$ cat config.mk
export PLATFORM = sky130hd
export DESIGN_NAME = alu_op_sequencer
export DESIGN_NICKNAME = d
export VERILOG_FILES = /design/src/rtl/alu_op_sequencer.sv
export SDC_FILE = /design/constraint.sdc
export NUM_CORES = 1
export LEC_CHECK = 0
export ABC_AREA = 1
export BUFFER_PORTS_ARGS = -buffer_cell sky130_fd_sc_hd__buf_4
export CAP_MARGIN = 20
export CORE_MARGIN = 4
export CORE_UTILIZATION = 50
export CTS_CLUSTER_SIZE = 12
export DETAILED_ROUTE_END_ITERATION = 6
export PLACE_DENSITY_LB_ADDON = 0.15
export SLEW_MARGIN = 25
export SYNTH_ARGS = -nofsm -noshare
export SYNTH_HDL_FRONTEND = slang
export SYNTH_SLANG_ARGS = --single-unit
$ cat constraint.sdc
create_clock -name clk -period 2.6 [get_ports clk]
set_input_delay 0.52 -clock clk [delete_from_list [all_inputs] [get_ports clk]]
set_output_delay 0.52 -clock clk [all_outputs]
set_load 0.01 [all_outputs]
$ cat src/rtl/alu_op_sequencer.sv
// Issue/capture stage around a combinational ALU: registers one op, waits a fixed
// settle interval for the carry chain, then captures and hands off the result.
module alu_op_sequencer #(
  parameter int WIDTH         = 32,
  parameter int SETTLE_CYCLES = 16,
  parameter int CNT_W         = 8
) (
  input  logic             clk,
  input  logic             reset_n,
  input  logic             in_valid,
  output logic             in_ready,
  input  logic [WIDTH-1:0] in_a,
  input  logic [WIDTH-1:0] in_b,
  input  logic [2:0]       in_sel,
  output logic [WIDTH-1:0] alu_a,
  output logic [WIDTH-1:0] alu_b,
  output logic [2:0]       alu_sel,
  input  logic [WIDTH-1:0] alu_result,
  input  logic             alu_carryout,
  input  logic             alu_overflow,
  input  logic             alu_zero,
  output logic             out_valid,
  input  logic             out_ready,
  output logic [WIDTH-1:0] out_result,
  output logic             out_carryout,
  output logic             out_overflow,
  output logic             out_zero,
  output logic             busy,
  output logic [1:0]       dbg_state
);

  // Handshakes: a transfer happens on a rising edge where valid & ready are both 1;
  // a valid source holds its payload steady until then, and ready never depends on
  // the same-side valid.
  typedef enum logic [1:0] {
    S_IDLE   = 2'd0,
    S_SETTLE = 2'd1,
    S_DONE   = 2'd2
  } state_t;

  localparam logic [CNT_W-1:0] LP_CNT_LOAD = CNT_W'(SETTLE_CYCLES - 1);

  state_t             r_state;
  state_t             w_next_state;
  logic [CNT_W-1:0]   r_cnt;
  logic [WIDTH-1:0]   r_alu_a;
  logic [WIDTH-1:0]   r_alu_b;
  logic [2:0]         r_alu_sel;
  logic [WIDTH-1:0]   r_out_result;
  logic               r_out_carryout;
  logic               r_out_overflow;
  logic               r_out_zero;
  logic               r_out_valid;
  logic               w_in_ready;
  logic               w_accept;
  logic               w_capture;
  logic               w_release;

  always_ff @(posedge clk or negedge reset_n) begin
    if (!reset_n) r_state <= S_IDLE;
    else          r_state <= w_next_state;
  end

  always_comb begin
    w_next_state = r_state;
    w_in_ready   = 1'b0;
    w_accept     = 1'b0;
    w_capture    = 1'b0;
    w_release    = 1'b0;
    case (r_state)
      S_IDLE: begin
        w_in_ready = 1'b1;
        if (in_valid) begin
          w_accept     = 1'b1;
          w_next_state = S_SETTLE;
        end
      end
      S_SETTLE: begin
        if (r_cnt == '0) begin
          w_capture    = 1'b1;
          w_next_state = S_DONE;
        end
      end
      S_DONE: begin
        // A downstream take frees the stage in the same edge, so a waiting op can
        // be accepted with no bubble.
        if (out_ready) begin
          w_in_ready = 1'b1;
          w_release  = 1'b1;
          if (in_valid) begin
            w_accept     = 1'b1;
            w_next_state = S_SETTLE;
          end else begin
            w_next_state = S_IDLE;
          end
        end
      end
      default: w_next_state = S_IDLE;
    endcase
  end

  always_ff @(posedge clk or negedge reset_n) begin
    if (!reset_n) begin
      r_cnt          <= '0;
      r_alu_a        <= '0;
      r_alu_b        <= '0;
      r_alu_sel      <= '0;
      r_out_result   <= '0;
      r_out_carryout <= 1'b0;
      r_out_overflow <= 1'b0;
      r_out_zero     <= 1'b0;
      r_out_valid    <= 1'b0;
    end else begin
      if (w_accept) begin
        r_alu_a   <= in_a;
        r_alu_b   <= in_b;
        r_alu_sel <= in_sel;
        r_cnt     <= LP_CNT_LOAD;
      end else if (r_state == S_SETTLE && r_cnt != '0) begin
        r_cnt <= r_cnt - 1'b1;
      end
      if (w_capture) begin
        r_out_result   <= alu_result;
        r_out_carryout <= alu_carryout;
        r_out_overflow <= alu_overflow;
        r_out_zero     <= alu_zero;
        r_out_valid    <= 1'b1;
      end else if (w_release) begin
        r_out_valid <= 1'b0;
      end
    end
  end

  assign in_ready     = w_in_ready;
  assign alu_a        = r_alu_a;
  assign alu_b        = r_alu_b;
  assign alu_sel      = r_alu_sel;
  assign out_valid    = r_out_valid;
  assign out_result   = r_out_result;
  assign out_carryout = r_out_carryout;
  assign out_overflow = r_out_overflow;
  assign out_zero     = r_out_zero;
  assign busy         = (r_state != S_IDLE);
  assign dbg_state    = r_state;

endmodule

==> results of run 1 <==
-- registers in the layout, indices dropped and copies added, names as in the netlist --
name,flops
out_carryout,1
out_zero,1
alu_a,32
out_overflow,1
alu_sel,3
r_cnt,8
out_valid,1
dbg_state,2
out_result,32
alu_b,32
-- path summary, 6_finish.rpt --
check / start / cells past startpoint / endpoint
setup / recovery: r_cnt[0] / 7 / out_result[7]
hold / removal: in_a[31] / 3 / alu_a[31]
setup reg to reg: r_cnt[0] / 7 / out_result[7]
hold reg to reg: out_result[9] / 2 / out_result[9]
max in group asynchronous: reset_n / 3 / alu_a[5]
min in group asynchronous: reset_n / 2 / out_result[27]
-- synthesized netlist by cell type --
library cell	number	area, um2
nand3_1	40	200
nand2_2	1	6.26
clkbuf_1	4	15.0
o21ai_0	3	15.0
nor2_2	2	12.5
inv_2	4	15.0
buf_2	11	55.1
o211ai_1	1	7.51
o21ai_1	1	5.00
buf_6	3	33.8
ha_1	2	25.0
nor2_8	1	20.0
o21ai_2	1	8.76
nand2_1	299	1120
nand3b_1	1	7.51
xnor2_1	1	8.76
dfrtp_1	113	2830
nor2_4	1	11.3
buf_4	6	45.0
nand4_1	5	31.3
a21oi_2	1	8.76
a21o_1	1	7.51
nor2_1	5	18.8
nand2_4	1	11.3
inv_1	8	30.0
-- report_power, final --
part           total, mW  switching, mW  internal, mW
Clock               2.38          0.797          1.58
Combinational       3.36           1.79          1.57
Sequential          3.16          0.553          2.60
Total               8.90           3.14          5.76
-- per-layer routing --
layer | vias up | GRT usage, % | share of wire, %
met2 | 182 | 38.7 | 51
met4 | 0 | 6.67 | 0.99
met5 | - | 0 | 0
li1 | 2029 | - | -
met1 | 2053 | 29.9 | 40
met3 | 8 | 6.98 | 7.8
-- cells in the final DEF, fill, tap and decap left out, types with 2 or more instances in the layout --
cell        synthesis  routed
inv_1               8       8
nor2_2              2       2
nand4_1             5       5
buf_12              0       2
nand2_1           299     298
ha_1                2       2
o21ai_0             3       3
inv_2               4       4
nand3_1            40      40
dfrtp_1           113     113
nand2_2             1       2
clkbuf_8            0       2
bufinv_16           0       4
nor2_1              5       5
clkinvlp_4          0       2
buf_4               6     216
clkinv_2            0       3
clkbuf_16           0      16
clkinv_4            0       3
-- cell type report --
class | instances | area share [%]
Sequential cell | 113 | 41.4
Timing Repair Buffer | 219 | 24.5
Multi-Input combinational cell | 367 | 22.4
Clock buffer | 19 | 6.32
Clock inverter | 13 | 2.71
Tap cell | 108 | 1.98
Inverter | 12 | 0.660
-- metrics by stage --
| stage | utilization (%) | worst slack (ns) | power [mW] |
|---|---|---|---|
| after global routing | 77.5 | 0.441 | 9.47 |
| after detailed placement | 70.4 | 0.643 | 6.52 |
| after global placement | 70.4 | 0.751 | 6.39 |
| after floorplan | - | 1.20 | 4.71 |
| final | 77.5 | 0.598 | 8.90 |
| after CTS | 77.5 | 0.611 | 8.98 |
-- timing repair --
item / 4_1_cts / 5_1_grt
hold buffers: 1 / 0
setup endpoints to repair: 0 / 0
hold endpoints to repair: 18 / 0
-- worst register-to-register path, stage by stage (launching register included) --
cell	delay, ns
dfrtp_1	0.38
inv_1	0.12
ha_1	0.16
nand2_1	0.15
nor2_8	0.46
nand2_4	0.36
nand2_1	0.19
nand2_1	0.07
-- cells by family (layout without fill, tap and decap cells) --
| kind of cell | after synthesis | after routing | synth area share [%] |
|---|---|---|---|
| simple gates | 356 | 356 | 31.7 |
| flops | 113 | 113 | 62.2 |
| buf+inv | 36 | 263 | 4.26 |
| compound gates | 8 | 8 | 1.16 |
| fa+ha+maj | 2 | 2 | 0.550 |
| xor+xnor | 1 | 1 | 0.193 |
==> reports/metrics.cfg, run 1 <==
[outcome]
status=finished clean

[synth]
ys_ff_latch=113
synth_cell_types=25
synthCells=516
syn_area_um2=4550
syn_nets=624
syn_avg_cell_area_um2=8.82
synth.yosys.seq_area_share_pct=62.2
yosysWarnings=0

[clocking]
cts_buffer_depth=2
ctsResizeCount=0
cts.clk_slew.worst_paths_ns=0.06
post_cts_buffers=0
insertion_delay_ns=0.49
cts_tree=yes
cts-htree-levels=4
root_buffer=clkbuf_8
numCtsBuffers=17
cts_sinks=113

[routing]
viasPerCell=5.02
dr_total_vias=4272
drc=0
dr.pass1.iters=5
routed_wl_um=12800
drtIter0Drc=216
ant_nets=0
wire_per_inst_um=15.0

[global_routing]
grt_usage_pct=23.4
grt_pass1_wl_um=19400
first_global_vias=4188
antenna_found_initial=0
grt_max_degree=69
grt-ovfl-total=0

[finish]
n_fill_cell=584
multiInputGateArea_um2=1530
antenna_cells=0
regArea_um2=2830
fin_area_um2=6830
layoutNonFillerInstCount=851
nets=838
final_layout_size_suffix_gt1_share_pct=35.3
synthToLayoutAreaGrowth_pct=50.1

[setup_path]
arrival_ns=2.37
cp_data_required_time_ns=2.97
critPathSlowestCell=nor2_8
reg2reg_slack_ns=0.60
crit_path_start_kind=flip-flop
critPathKind=reg2reg
slowest_delay_ns=0.46
end_kind=flip-flop
cp_top_family=simple AND/OR/NAND/NOR gates
path_cells=inv_1 -> ha_1 -> nand2_1 -> nor2_8 -> nand2_4 -> nand2_1 -> nand2_1
cp_num_buf_inv=1
crit_path_max_fanout=37
path_common_cell=nand2_1

[timing]
slew-limit-headroom_pct=67.6
skew_ns=0.00686
setup_tns_ns=0
period_needed_ns=2.00
finalCritPeriodShare_pct=77.0
setup_viol=0
tightest_slew_ns=0.486
maxSlewViolCount=0
worst_hold_slack_ns=0.219
hold_violations=0
rsz0062_at_grt=no
max_freq_mhz=499

[run]
max_cap_viol_count=0

[pwr]
leakage_nw=3.83
ir_drop_mv=0.698
power_density_nw_per_um2=1300

[placed_design]
dp_hpwl_um=8830
placed_area_um2=6200
dp.cells=818
io_buffers=212
gp_congestion=0.830

[die]
fp.dieH_um=103
coreArea_um2=8810
io_pins=213
rows=34
die_area_um2=10700
initial_core_util_pct=51.7
die_w_um=103

[worst_hold_path]
hold_path_class=in2reg

No activity file was read; power rests on OpenSTA's default activity.
==> run 2: changes to the inputs <==
--- a/config.mk
+++ b/config.mk
@@ -9,7 +9,7 @@
 export BUFFER_PORTS_ARGS = -buffer_cell sky130_fd_sc_hd__buf_4
 export CAP_MARGIN = 20
 export CORE_MARGIN = 4
-export CORE_UTILIZATION = 50
+export CORE_UTILIZATION = 46
 export CTS_CLUSTER_SIZE = 12
 export DETAILED_ROUTE_END_ITERATION = 6
 export PLACE_DENSITY_LB_ADDON = 0.15
==> constraint.sdc (replaced) <==
create_clock -name clk -period 1.9 [get_ports clk]
set_input_delay 0.38 -clock clk [delete_from_list [all_inputs] [get_ports clk]]
set_output_delay 0.38 -clock clk [all_outputs]
set_load 0.01 [all_outputs]
==> run 2 against run 1 <==
  * Sequential share of layout area grew 0.091 points
  * Via count shrank 3.0%
  * Routed wire length shrank 4.0%
  * Setup slack lost 0.38 ns
  * Clock skew grew 0.0011 ns
  * Highest routed layer unchanged
  * Sequential power grew 35%
==> reports/metrics.cfg, run 2 (synthesis results as in run 1) <==
[die]
coreArea_um2=9680  ; +10%
io_pins=213  ; unchanged
rows=36  ; +5.9%
initial_core_util_pct=47.0  ; -4.7 points
die_w_um=107  ; +3.9%
fp.dieH_um=107  ; +3.9%
die_area_um2=11500  ; +8.0%

[clocking]
cts_sinks=113  ; unchanged
cts_buffer_depth=2  ; unchanged
ctsResizeCount=0  ; unchanged
root_buffer=clkbuf_8
cts.clk_slew.worst_paths_ns=0.06  ; about the same
cts_tree=yes
post_cts_buffers=0  ; unchanged
cts_hold_buf=1  ; unchanged
insertion_delay_ns=0.51  ; +0.02 ns
cts-htree-levels=4  ; unchanged
numCtsBuffers=17  ; unchanged

[global_routing]
grt_pass1_wl_um=19400  ; -0.22%
antenna_found_initial=0  ; unchanged
use_met2_pct=34.1  ; -4.6 points
grt_usage_pct=21.4  ; -2.0 points
first_global_vias=4107  ; -1.9%
grt_max_degree=42  ; -39%
grtUsageMet1_pct=26.6  ; -3.3 points
grt-ovfl-total=0  ; unchanged
grt_use_met3_pct=7.92  ; +0.94 points
top_usage_layer=met2

[timing]
slew-limit-headroom_pct=73.4  ; +5.8 points
hold_violations=0  ; unchanged
skew_ns=0.00795  ; +0.00109 ns
period_needed_ns=1.69
setup_viol=0  ; unchanged
setup_tns_ns=0  ; unchanged
tightest_slew_ns=0.399  ; -0.0875 ns
setup_slack_ns=0.213  ; -0.385 ns
finalCritPeriodShare_pct=88.8
maxSlewViolCount=0  ; unchanged
rsz0062_at_grt=no
max_freq_mhz=593

[finish]
synthToLayoutAreaGrowth_pct=49.7
final_layout_size_suffix_gt1_share_pct=35.0  ; -0.23 points
antenna_cells=0  ; unchanged
final_cell_mix=298 x nand2_1, 219 x buf_4, 113 x dfrtp_1
nets=842  ; +0.48%
fin_util_pct=70.3  ; -7.2 points
layoutNonFillerInstCount=878  ; +3.2%
fin_area_um2=6810  ; -0.22%
final_common_cell=nand2_1
n_fill_cell=726  ; +24%

[run]
max_cap_viol_count=0  ; unchanged

[setup_path]
cp_data_required_time_ns=1.52  ; -1.45 ns
arrival_ns=1.31  ; -1.06 ns
crit_path_start_kind=flip-flop
critPathKind=reg2out
end_kind=primary output
crit_path_max_fanout=4  ; -89%
r2r_cells=7  ; unchanged

[pwr]
power_density_nw_per_um2=1710  ; +31%
leakage_nw=3.82  ; -0.34%
ir_drop_mv=0.807  ; +16%

[placed_design]
placed_area_um2=6270  ; +1.2%
dp.cells=847  ; +3.5%
dp_hpwl_um=8900  ; +0.82%
io_buffers=212  ; unchanged
gp_congestion=0.817  ; -1.5%
place_ws_ns=0.262  ; -0.381 ns

[routing]
drtIter0Drc=214  ; -0.93%
dr.pass1.iters=4  ; -1
wire_per_inst_um=13.9  ; -6.9%
ant_nets=0  ; unchanged
dr_total_vias=4144  ; -3.0%
routed_wl_um=12200  ; -4.0%
viasPerCell=4.72  ; -6.0%
drc=0  ; unchanged

[worst_hold_path]
hold_path_class=in2reg
min_path_cells=3  ; unchanged

[outcome]
status=finished clean

## run 2: where the power goes
group	leakage (nW)	internal, mW	total [mW]	switching (mW)
combinational	2.18	2.17	4.58	2.41
clock	0.261	1.81	2.81	1.00
sequential	1.37	3.57	4.27	0.708
## run 2: final cells by class
type	count	area (um2)	share of cell area [%]
multi-input combinational	367	1530	22.5
tap	133	166	2.44
timing repair buffer	223	1710	25.2
inverter	12	45.0	0.661
clock inverter	6	57.6	0.845
clock buffer	24	470	6.91
sequential	113	2830	41.5
## run 2: worst max-delay path, cell delays in order, from the launching register on
cell     delay, ns
dfrtp_1       0.41
a21oi_2       0.23
buf_4         0.16
## run 2: per-layer routing
layer,part of all wire [%],routed length [um]
met1,41,4960
met2,47,5770
met3,11,1300
met4,1.7,213
met5,0,0
## run 2: path summary, 6_finish.rpt
kind	slack, ns	startpoint	to
min reg2reg	0.47	out_carryout	out_carryout
max in group asynchronous	0.97	reset_n	alu_b[6]
min	0.07	in_a[26]	alu_a[26]
min in group asynchronous	0.36	reset_n	out_result[23]
max reg2reg	0.25	r_cnt[0]	out_result[3]
max	0.21	dbg_state[1]	in_ready
## run 2: metrics by stage
step / hold WS (ns) / total power, mW
6_report: 0.0653 / 11.7
5_1_grt: 0.0539 / 12.5
4_1_cts: 0.0353 / 11.8
3_5_place_dp: 0.335 / 8.92
3_3_place_gp: 0.338 / 8.77
2_1_floorplan: 0.0844 / 6.44
